===== src/rtl/seq_restoring_divider.sv =====
// Multi-cycle unsigned restoring divider, one quotient bit per clock.
// Start/busy/done handshake; divide by zero finishes in a single cycle.
module seq_restoring_divider #(
    parameter int WIDTH = 4
) (
    input  logic             clk,
    input  logic             rst_n,
    input  logic             start,
    input  logic [WIDTH-1:0] a,
    input  logic [WIDTH-1:0] b,
    output logic             busy,
    output logic             done,
    output logic [WIDTH-1:0] q,
    output logic [WIDTH-1:0] r,
    output logic             div_by_zero
);

    localparam int CW = $clog2(WIDTH);
    localparam logic [CW-1:0] CNT_LAST = CW'(WIDTH - 1);

    typedef enum logic [1:0] {
        IDLE = 2'd0,
        RUN  = 2'd1,
        DONE = 2'd2
    } state_t;

    state_t state, state_nxt;

    logic [WIDTH:0]   rem, rem_nxt;
    logic [WIDTH-1:0] dvd, dvd_nxt;
    logic [WIDTH-1:0] dvs;
    logic [CW-1:0]    cnt;
    logic [WIDTH+1:0] sh, diff;
    logic             accept;
    logic             last;

    assign accept = start && (state != RUN);
    assign last   = (state == RUN) && (cnt == '0);
    assign busy   = (state == RUN);
    assign done   = (state == DONE);

    // One extra bit above the shifted remainder carries the trial sign
    assign sh   = {rem, dvd[WIDTH-1]};
    assign diff = sh - {2'b00, dvs};

    always_comb begin
        rem_nxt = sh[WIDTH:0];
        dvd_nxt = {dvd[WIDTH-2:0], 1'b0};
        if (!diff[WIDTH+1]) begin
            rem_nxt    = diff[WIDTH:0];
            dvd_nxt[0] = 1'b1;
        end
    end

    always_ff @(posedge clk or negedge rst_n) begin
        if (!rst_n) begin
            state <= IDLE;
        end else begin
            state <= state_nxt;
        end
    end

    always_comb begin
        state_nxt = state;
        unique case (state)
            IDLE: begin
                if (start) begin
                    state_nxt = (b == '0) ? DONE : RUN;
                end
            end
            RUN: begin
                if (cnt == '0) begin
                    state_nxt = DONE;
                end
            end
            DONE: begin
                if (start) begin
                    state_nxt = (b == '0) ? DONE : RUN;
                end else begin
                    state_nxt = IDLE;
                end
            end
            default: state_nxt = IDLE;
        endcase
    end

    always_ff @(posedge clk or negedge rst_n) begin
        if (!rst_n) begin
            rem         <= '0;
            dvd         <= '0;
            dvs         <= '0;
            cnt         <= '0;
            q           <= '0;
            r           <= '0;
            div_by_zero <= 1'b0;
        end else if (accept) begin
            rem         <= '0;
            dvd         <= a;
            dvs         <= b;
            cnt         <= CNT_LAST;
            div_by_zero <= (b == '0);
            if (b == '0) begin
                q <= '1;
                r <= a;
            end
        end else if (state == RUN) begin
            rem <= rem_nxt;
            dvd <= dvd_nxt;
            cnt <= cnt - CW'(1);
            if (last) begin
                q <= dvd_nxt;
                r <= rem_nxt[WIDTH-1:0];
            end
        end
    end

endmodule


===== config.mk =====
export PLATFORM = sky130hd
export DESIGN_NAME = seq_restoring_divider
export DESIGN_NICKNAME = d
export VERILOG_FILES = /design/src/rtl/seq_restoring_divider.sv
export SDC_FILE = /design/constraint.sdc
export NUM_CORES = 1
export LEC_CHECK = 0
export CORE_ASPECT_RATIO = 2
export CORE_MARGIN = 4
export CORE_UTILIZATION = 50
export CTS_BUF_LIST = sky130_fd_sc_hd__clkbuf_4 sky130_fd_sc_hd__clkbuf_8
export DETAILED_ROUTE_END_ITERATION = 6
export PLACE_DENSITY = 0.8
export REMOVE_ABC_BUFFERS = 1
export SYNTH_ARGS = -nofsm -noshare
export SYNTH_HDL_FRONTEND = slang
export SYNTH_SLANG_ARGS = --single-unit

===== constraint.sdc =====
create_clock -name clk -period 2.1 [get_ports clk]
set_input_delay 0.42 -clock clk [delete_from_list [all_inputs] [get_ports clk]]
set_output_delay 0.42 -clock clk [all_outputs]
set_load 0.05 [all_outputs]

## Word-level counts from Yosys, hierarchy flattened

Cells that the tools add are included.

| cells by class | value |
|---|---|
| $add $sub $neg | 2 |
| equality and inequality tests | 6 |
| multiplexer cells | 21 |
| reduce and logical (&&, ||, !) cells | 9 |

Operators with widths:

| operator | number |
|---|---|
| two-way mux 4 bit | 10 |
| two-way mux 5 bit | 3 |
| two-way mux 2 bit | 6 |
| inequality test 2 x 1 -> 1 bit (second input constant) | 3 |
| case mux 2 bit (3 select lines) | 1 |
| subtractor 6 x 4 -> 6 bit | 1 |
| zero test 2 bit | 2 |
| zero test 4 bit | 1 |
| nonzero test 2 bit | 2 |
| AND reduction 3 bit | 1 |
| equality test 2 x 1 -> 1 bit (second input constant) | 1 |
| equality test 2 bit (second input constant) | 1 |
| logical AND 1 bit | 2 |
| inequality test 2 bit (second input constant) | 1 |
| AND reduction 2 bit | 1 |
| subtractor 2 x 1 -> 2 bit (second input constant) | 1 |
| two-way mux 1 bit | 1 |

| storage, ports and cells | value |
|---|---|
| register bits after elaboration | 26 |
| bits of input ports | 11 |
| output and inout port bits | 11 |
| word-level logic and storage cells | 46 |

## Logic depth before layout (Yosys ltp)

Gate-level depths: netlist of the first run.

| logic depth | value |
|---|---|
| depth after elaboration | 5 |
| mapped depth | 8 |
| depth with buffers taken out | 8 |

## Least setup slack after synthesis of the first run

No wires, ideal clock.

| path | value |
|---|---|
| kind | register to register |
| start point | register rem[0] |
| end point | register rem[0] |
| library setup time | 77 ps |
| arrival | 1805 ps |
| data required time | 2023 ps |
| slack | 219 ps |
| stages on the path, launching flop included | 7 |
| buffers on the path | 0 |
| clock period less this slack | 1881 ps |
| path through | dfrtp_1 -> ha_1 -> nor2b_1 -> o2111a_1 -> a211oi_4 -> mux2_4 -> o21ai_1 |

| on the way | value |
|---|---|
| cells in the longest elaborated chain, start to end | 4 |

RTL lines:

| element | line | source |
|---|---|---|
| start: declaration | 29 | `logic [WIDTH:0] rem, rem_nxt;` |
| start signal: assignment | 107 | `rem <= rem_nxt;` |
| subtractor 6 x 4 -> 6 bit | 44 | `assign diff = sh - {2'b00, dvs};` |
| two-way mux 5 bit | 49 | `if (!diff[WIDTH+1]) begin` |
| two-way mux 5 bit | 106 | `end else if (state == RUN) begin` |
| two-way mux 5 bit | 96 | `end else if (accept) begin` |

Every way passes these cells. The select of a mux whose other input is x is not followed.
A chain may end at the register's enable or synchronous reset.

## Final worst setup path of the first run

| path | value |
|---|---|
| start point | register dvs[1] |
| end point | register r[0] |

| on the way | value |
|---|---|
| cells in the longest elaborated chain, start to end | 5 |

RTL lines:

| element | line | source |
|---|---|---|
| start: declaration | 31 | `logic [WIDTH-1:0] dvs;` |
| start signal: assignment | 91 | `dvs <= '0;` |
| start signal: assignment | 99 | `dvs <= b;` |
| subtractor 6 x 4 -> 6 bit | 44 |  |
| two-way mux 5 bit | 49 |  |
| two-way mux 4 bit | 110 | `if (last) begin` |
| two-way mux 4 bit | 106 |  |
| two-way mux 4 bit | 96 |  |
| end signal: assignment | 112 | `r <= rem_nxt[WIDTH-1:0];` |
| end: declaration | 14 | `output logic [WIDTH-1:0] r,` |

Every way passes these cells. The select of a mux whose other input is x is not followed.

==> impl_metrics.yaml, run 1 <==
global_route:
  busiest_layer: "met2"
  grt_util_met1: 0.201
  use_met3: 0.0151
  antenna_found_initial: 0
  grt_max_degree: 27
  grt_pass1_vias: 1291
  grt_pass1_wl_um: 5540
  met2_usage: 0.347
  grt_use_total: 0.195
  overflow: 0
floorplanning:
  ios: 22
  die_x_um: 45.9
  fp-row-count: 27
  die_h_um: 83.7
  core_mm2: 0.00274
  die_area_mm2: 0.00384
  start_util: 0.524
critical_path:
  crit_chain: "inv_2 -> ha_1 -> nor2b_2 -> o2111a_1 -> a211oi_4 -> mux2_4 -> o21ai_1"
  cp.arrival_ps: 2240
  cp_num_buf_inv: 1
  path_max_fanout: 4
  critical-path-slowest-cell: "dfrtp_1"
  setup.worst_path.start_class: "register"
  critical-path-top-delay-family: "compound AO/OA/AOI/OAI gates"
  crit_path_max_incr_delay_ps: 380
  end_kind: "register"
  cp_data_required_time_ps: 2280
  critPathKind: "register to register"
yosys:
  synth_cell_types: 40
  seq_area_frac_synth: 0.454
  ys_seq_elements: 26
  synth-warning-count: 0
  synthCells: 142
  avgSynthCellArea_um2: 10.1
  synth_area_mm2: 0.00143
clock_tree:
  clock_path_buffers: 2
  cts_inserted_buffers: 3
  clock_sinks: 26
  postCtsSetupBuffers: 0
  htreeDepth: 1
  cts_hold_buffers: 0
  cts_tree: "done"
  clk_latency_ps: 260
  path_clk_slew_ps: 80
  clockRootBuffer: "clkbuf_8"
timing:
  fmax_mhz: 487
  tns_ps: 0
  setup_ws_ps: 46.2
  fin_crit_sh: 0.978
  setup_viol: 0
  fin_crit_ps: 2050
  worst_pin_slew_ps: 514
  max_slew_margin: 0.656
  finalHoldViolCount: 0
  slew_violations: 0
  skew_ps: 4.25
route:
  drcViolationCount: 0
  drt_iter0_markers: 9
  routedWlPerCell_um: 16.3
  num_vias: 1138
  via_per_inst: 5.72
  routed_wl_um: 3250
  drtPass1Iterations: 4
  ant_nets: 0
pwr:
  p_leak_nw: 0.798
  p_per_area_mw_per_mm2: 1820
  ir_worst_vdd_uv: 1100
cells_and_area:
  nFillCells: 220
  nNetsFinal: 188
  area_growth_pct: 27.2
  drive_above_1_share: 0.200
  stdcell_count: 199
  diodes: 0
place:
  hpwl_um: 2600
  numPortBuffers: 21
  gp_congestion: 0.918
  numPlacedInstances: 195
  dp_slack_ps: -45.1
job:
  maxCapViolCount: 0
outcome:
  status: "finished clean"
min_path:
  hold_path.class: "register to register"
-- synthesized netlist by cell type (all sizes together) --
cell type	n	area [um^2]
a32oi	1	8.76
a31oi	1	6.26
nor3b	1	7.51
dfrtp	26	651
a21boi	1	11.3
buf	1	5.00
nor4	1	12.5
o31ai	1	12.5
ha	5	62.6
nand2	12	47.6
o2bb2ai	1	8.76
clkbuf	4	15.0
o2111ai	1	8.76
nor2	13	48.8
o21ai	17	85.1
a21o	1	7.51
nor2b	2	12.5
nand3	2	10.0
o21bai	1	7.51
fa	1	20.0
nand2b	3	18.8
o2111a	1	11.3
mux2i	7	70.1
xor2	1	8.76
inv	8	30.0
o22ai	1	6.26
a211o	2	17.5
nand4b	1	8.76
nand3b	5	37.5
or4	1	7.51
a211oi	1	20.0
mux2	8	93.8
nor3	3	15.0
o21a	1	8.76
a21oi	6	30.0
-- stage by stage --
step | hold slack, ps | utilization | power (mW) | cell area, um^2
CTS | 485 | 0.651 | 3.21 | 1780
global placement | 461 | 0.631 | 2.81 | 1730
floorplan | 124 | - | 2.26 | 1410
detailed placement | 473 | 0.631 | 2.89 | 1730
global route | 513 | 0.666 | 3.58 | 1820
finish | 482 | 0.666 | 3.32 | 1820
-- layout by cell type (no fill, tap or decap), types with 2 or more instances in the layout --
master	n
mux2_1	3
clkbuf_8	4
inv_2	2
a21oi_1	6
o21ai_1	9
nand3b_1	5
mux2i_1	6
nand2_1	11
buf_4	9
nand2b_1	3
mux2_2	4
clkdlybuf4s50_1	19
ha_4	2
dfrtp_1	26
a211o_1	2
nor3_1	3
nor2_1	13
inv_1	6
nand3_1	2
o21ai_0	7
ha_1	2
-- path summary, 6_finish.rpt --
path | from | endpoint | slack, ps | cells past startpoint
hold / removal | cnt[0]$_DFFE_PN0P_ | cnt[0]$_DFFE_PN0P_ | 480 | 1
hold reg to reg | cnt[0]$_DFFE_PN0P_ | cnt[0]$_DFFE_PN0P_ | 480 | 1
min in group asynchronous | rst_n | q[1]$_DFFE_PN0P_ | 510 | 2
max in group asynchronous | rst_n | dvd[2]$_DFFE_PN0P_ | 1340 | 2
setup reg to reg | dvs[1]$_DFFE_PN0P_ | r[0]$_DFFE_PN0P_ | 50 | 7
setup / recovery | dvs[1]$_DFFE_PN0P_ | r[0]$_DFFE_PN0P_ | 50 | 7
-- power by group --
part           leakage [nW]  total [mW]  internal [mW]  switching (mW)
combinational         0.457        2.11          0.925            1.19
sequential            0.312       0.902          0.733           0.169
clock                0.0288       0.307          0.167           0.140
-- worst register-to-register path, delay by kind of cell, from the launching register on --
kind	cells	cell delay, ps
AO/OA/AOI/OAI	3	720
adder cells (fa/ha/maj)	1	290
buffers and inverters	1	60
flip-flops	1	380
multiplexers	1	350
AND/OR/NAND/NOR	1	180
-- cell type report --
class,instances,area [um^2],area share
well taps,29,36.3,0.0199
clock buffers,4,55.1,0.0302
inverters,8,30.0,0.0165
repair buffers,29,278,0.152
flip-flops and latches,26,651,0.357
multi-input cells,103,772,0.424
-- sequential cells by signal (all words and copies together) (netlist names) --
register and count:
state 2, dvs 4, cnt 2, r 4, q 4, div_by_zero 1
rem 5, dvd 4
-- per-layer routing --
metal	vias to the layer above	share of wire
met1	554	0.35
met4	0	0.028
met3	8	0.014
met2	15	0.61
met5	-	0
li1	561	-
-- logic make-up after synthesis --
kind of cell,after synthesis,share of synthesized area
muxes,15,0.114
xor gates and xnor gates,1,0.00611
adders and majority gates,6,0.0576
buffers and inverters,13,0.0349
DFF,26,0.454
AOI/OAI and AO/OA,37,0.175
and+or+nand+nor,44,0.158
-- timing repair --
action / in CTS / in global routing
resized for setup: 0 / 10
endpoints found under the setup margin: 0 / 6
hold endpoints to repair: 0 / 0
(Power assumes the default switching activity.)
==> run 2: changes to the inputs <==
--- a/config.mk
+++ b/config.mk
@@ -9,7 +9,9 @@
 export CORE_MARGIN = 4
 export CORE_UTILIZATION = 50
 export CTS_BUF_LIST = sky130_fd_sc_hd__clkbuf_4 sky130_fd_sc_hd__clkbuf_8
+export CTS_CLUSTER_SIZE = 25
 export DETAILED_ROUTE_END_ITERATION = 6
+export GPL_TIMING_DRIVEN = 1
 export PLACE_DENSITY = 0.8
 export REMOVE_ABC_BUFFERS = 1
 export SYNTH_ARGS = -nofsm -noshare
==> results of run 2 <==
Same layout as run 1: the final DEF is identical, and so are final timing and power.
==> run 3: changes to the inputs <==
--- a/config.mk
+++ b/config.mk
@@ -5,10 +5,11 @@
 export SDC_FILE = /design/constraint.sdc
 export NUM_CORES = 1
 export LEC_CHECK = 0
+export CAP_MARGIN = 10
 export CORE_ASPECT_RATIO = 2
 export CORE_MARGIN = 4
 export CORE_UTILIZATION = 50
-export CTS_BUF_LIST = sky130_fd_sc_hd__clkbuf_4 sky130_fd_sc_hd__clkbuf_8
+export CTS_BUF_LIST = sky130_fd_sc_hd__clkbuf_8
 export CTS_CLUSTER_SIZE = 25
 export DETAILED_ROUTE_END_ITERATION = 6
 export GPL_TIMING_DRIVEN = 1
==> constraint.sdc (replaced) <==
create_clock -name clk -period 2.1 [get_ports clk]
set_input_delay 0.525 -clock clk [delete_from_list [all_inputs] [get_ports clk]]
set_output_delay 0.525 -clock clk [all_outputs]
set_load 0.05 [all_outputs]
==> impl_metrics.yaml, run 3 (synthesized netlist as in run 1, its figures left out) <==
route:
  routedWlPerCell_um: 17.9
  drtPass1Iterations: 5
  routed_wl_um: 3630
  ant_nets: 0
  via_per_inst: 5.82
  drcViolationCount: 0
  drt_iter0_markers: 24
  num_vias: 1181
global_route:
  grt_pass1_vias: 1386
  overflow: 0
  grt_use_total: 0.213
  antenna_found_initial: 0
  grt_pass1_wl_um: 6120
  grt_max_degree: 27
timing:
  fin_crit_ps: 2040
  fin_crit_sh: 0.970
  worst_pin_slew_ps: 550
  slew_violations: 0
  setup_viol: 0
  max_slew_margin: 0.632
  skew_ps: 4.73
  finalHoldViolCount: 0
  fmax_mhz: 491
  setup_ws_ps: 63.3
cells_and_area:
  nNetsFinal: 193
  diodes: 0
  regMostFlops: "rem"
  final_util: 0.671
  area_growth_pct: 28.2
  largest_reg_flops: 5
  layout_commonest_cell: "dfrtp_1"
  final_cell_mix: "dfrtp_1, clkdlybuf4s50_1, buf_4"
  drive_above_1_share: 0.218
floorplanning:
  die_x_um: 45.9
  ios: 22
  die_area_mm2: 0.00384
  core_mm2: 0.00274
  fp-row-count: 27
  die_h_um: 83.7
  start_util: 0.524
clock_tree:
  clockRootBuffer: "clkbuf_8"
  clock_path_buffers: 2
  clk_latency_ps: 260
  htreeDepth: 1
  cts_inserted_buffers: 3
  clock_sinks: 26
  cts_tree: "done"
  path_clk_slew_ps: 80
job:
  maxCapViolCount: 0
place:
  hpwl_um: 2890
  dp_slack_ps: -210
  gp_congestion: 0.919
  numPortBuffers: 21
pwr:
  p_per_area_mw_per_mm2: 1790
  ir_worst_vdd_uv: 1350
  p_leak_nw: 0.813
min_path:
  hp-start: "cnt[0]$_DFFE_PN0P_"
  hold_path.class: "register to register"
critical_path:
  cp.arrival_ps: 2220
  cp_data_required_time_ps: 2280
  r2r_start: "dvs[1]$_DFFE_PN0P_"
  critPathKind: "register to register"
  path_max_fanout: 4
  setup.worst_path.start_class: "register"
  setup.worst_path.start: "dvs[1]$_DFFE_PN0P_"
  end_kind: "register"
outcome:
  status: "finished clean"
==> run 3: per-stage QoR <==
step                      hold WS, ps  cell area, um^2  TNS (ps)  power (mW)  cells
after global routing              517             1840     -4.36        3.54    203
after detailed placement          484             1740     -1090        2.91    197
final                             495             1840         0        3.30    203
after floorplan                   229             1410         0        2.26    137
after global placement            462             1740      -611        2.77    197
after CTS                         495             1780         0        3.18    200
==> run 3: final timing paths <==
| kind | slack, ps | endpoint | cells after the start |
|---|---|---|---|
| setup / recovery | 60 | rem[0]$_DFFE_PN0P_ | 8 |
| hold / removal | 490 | cnt[0]$_DFFE_PN0P_ | 1 |
| setup reg to reg | 60 | rem[0]$_DFFE_PN0P_ | 8 |
| hold reg to reg | 490 | cnt[0]$_DFFE_PN0P_ | 1 |
| max in group asynchronous | 1210 | rem[0]$_DFFE_PN0P_ | 2 |
| min in group asynchronous | 620 | q[0]$_DFFE_PN0P_ | 2 |
==> run 3: report_power, final <==
group	switching (mW)	internal [mW]	total [mW]
sequential	0.177	0.735	0.912
combinational	1.22	0.901	2.12
clock	0.140	0.128	0.268
==> run 3: layout make-up <==
class | count | area [um^2]
fillers | 217 | 900
multi-input cells | 103 | 762
flip-flops and latches | 26 | 652
repair buffers | 34 | 315
clock buffers | 3 | 41.3
well taps | 29 | 36.3
inverters | 8 | 30.0
==> run 3: worst max-delay path: stages, from the launching register on <==
cell and delay [ps]:
dfrtp_1 400, inv_2 100, ha_4 200, nor2b_1 150
o2111a_1 270, a211oi_4 200, buf_4 180, mux2_4 310
o21ai_1 130
==> run 3: metal layers <==
metal / part of all wire / GRT usage / vias to the layer above
met5: 0 / 0 / -
met4: 0.033 / 0.106 / 0
met3: 0.013 / 0.0259 / 10
met2: 0.60 / 0.389 / 25
met1: 0.36 / 0.214 / 576
li1: - / - / 570
==> run 3: timing repair <==
| item | CTS | global route |
|---|---|---|
| setup endpoints to repair | 0 | 7 |
| hold buffers | 0 | 0 |
| setup buffers | 0 | 3 |
| resized for setup | 0 | 8 |
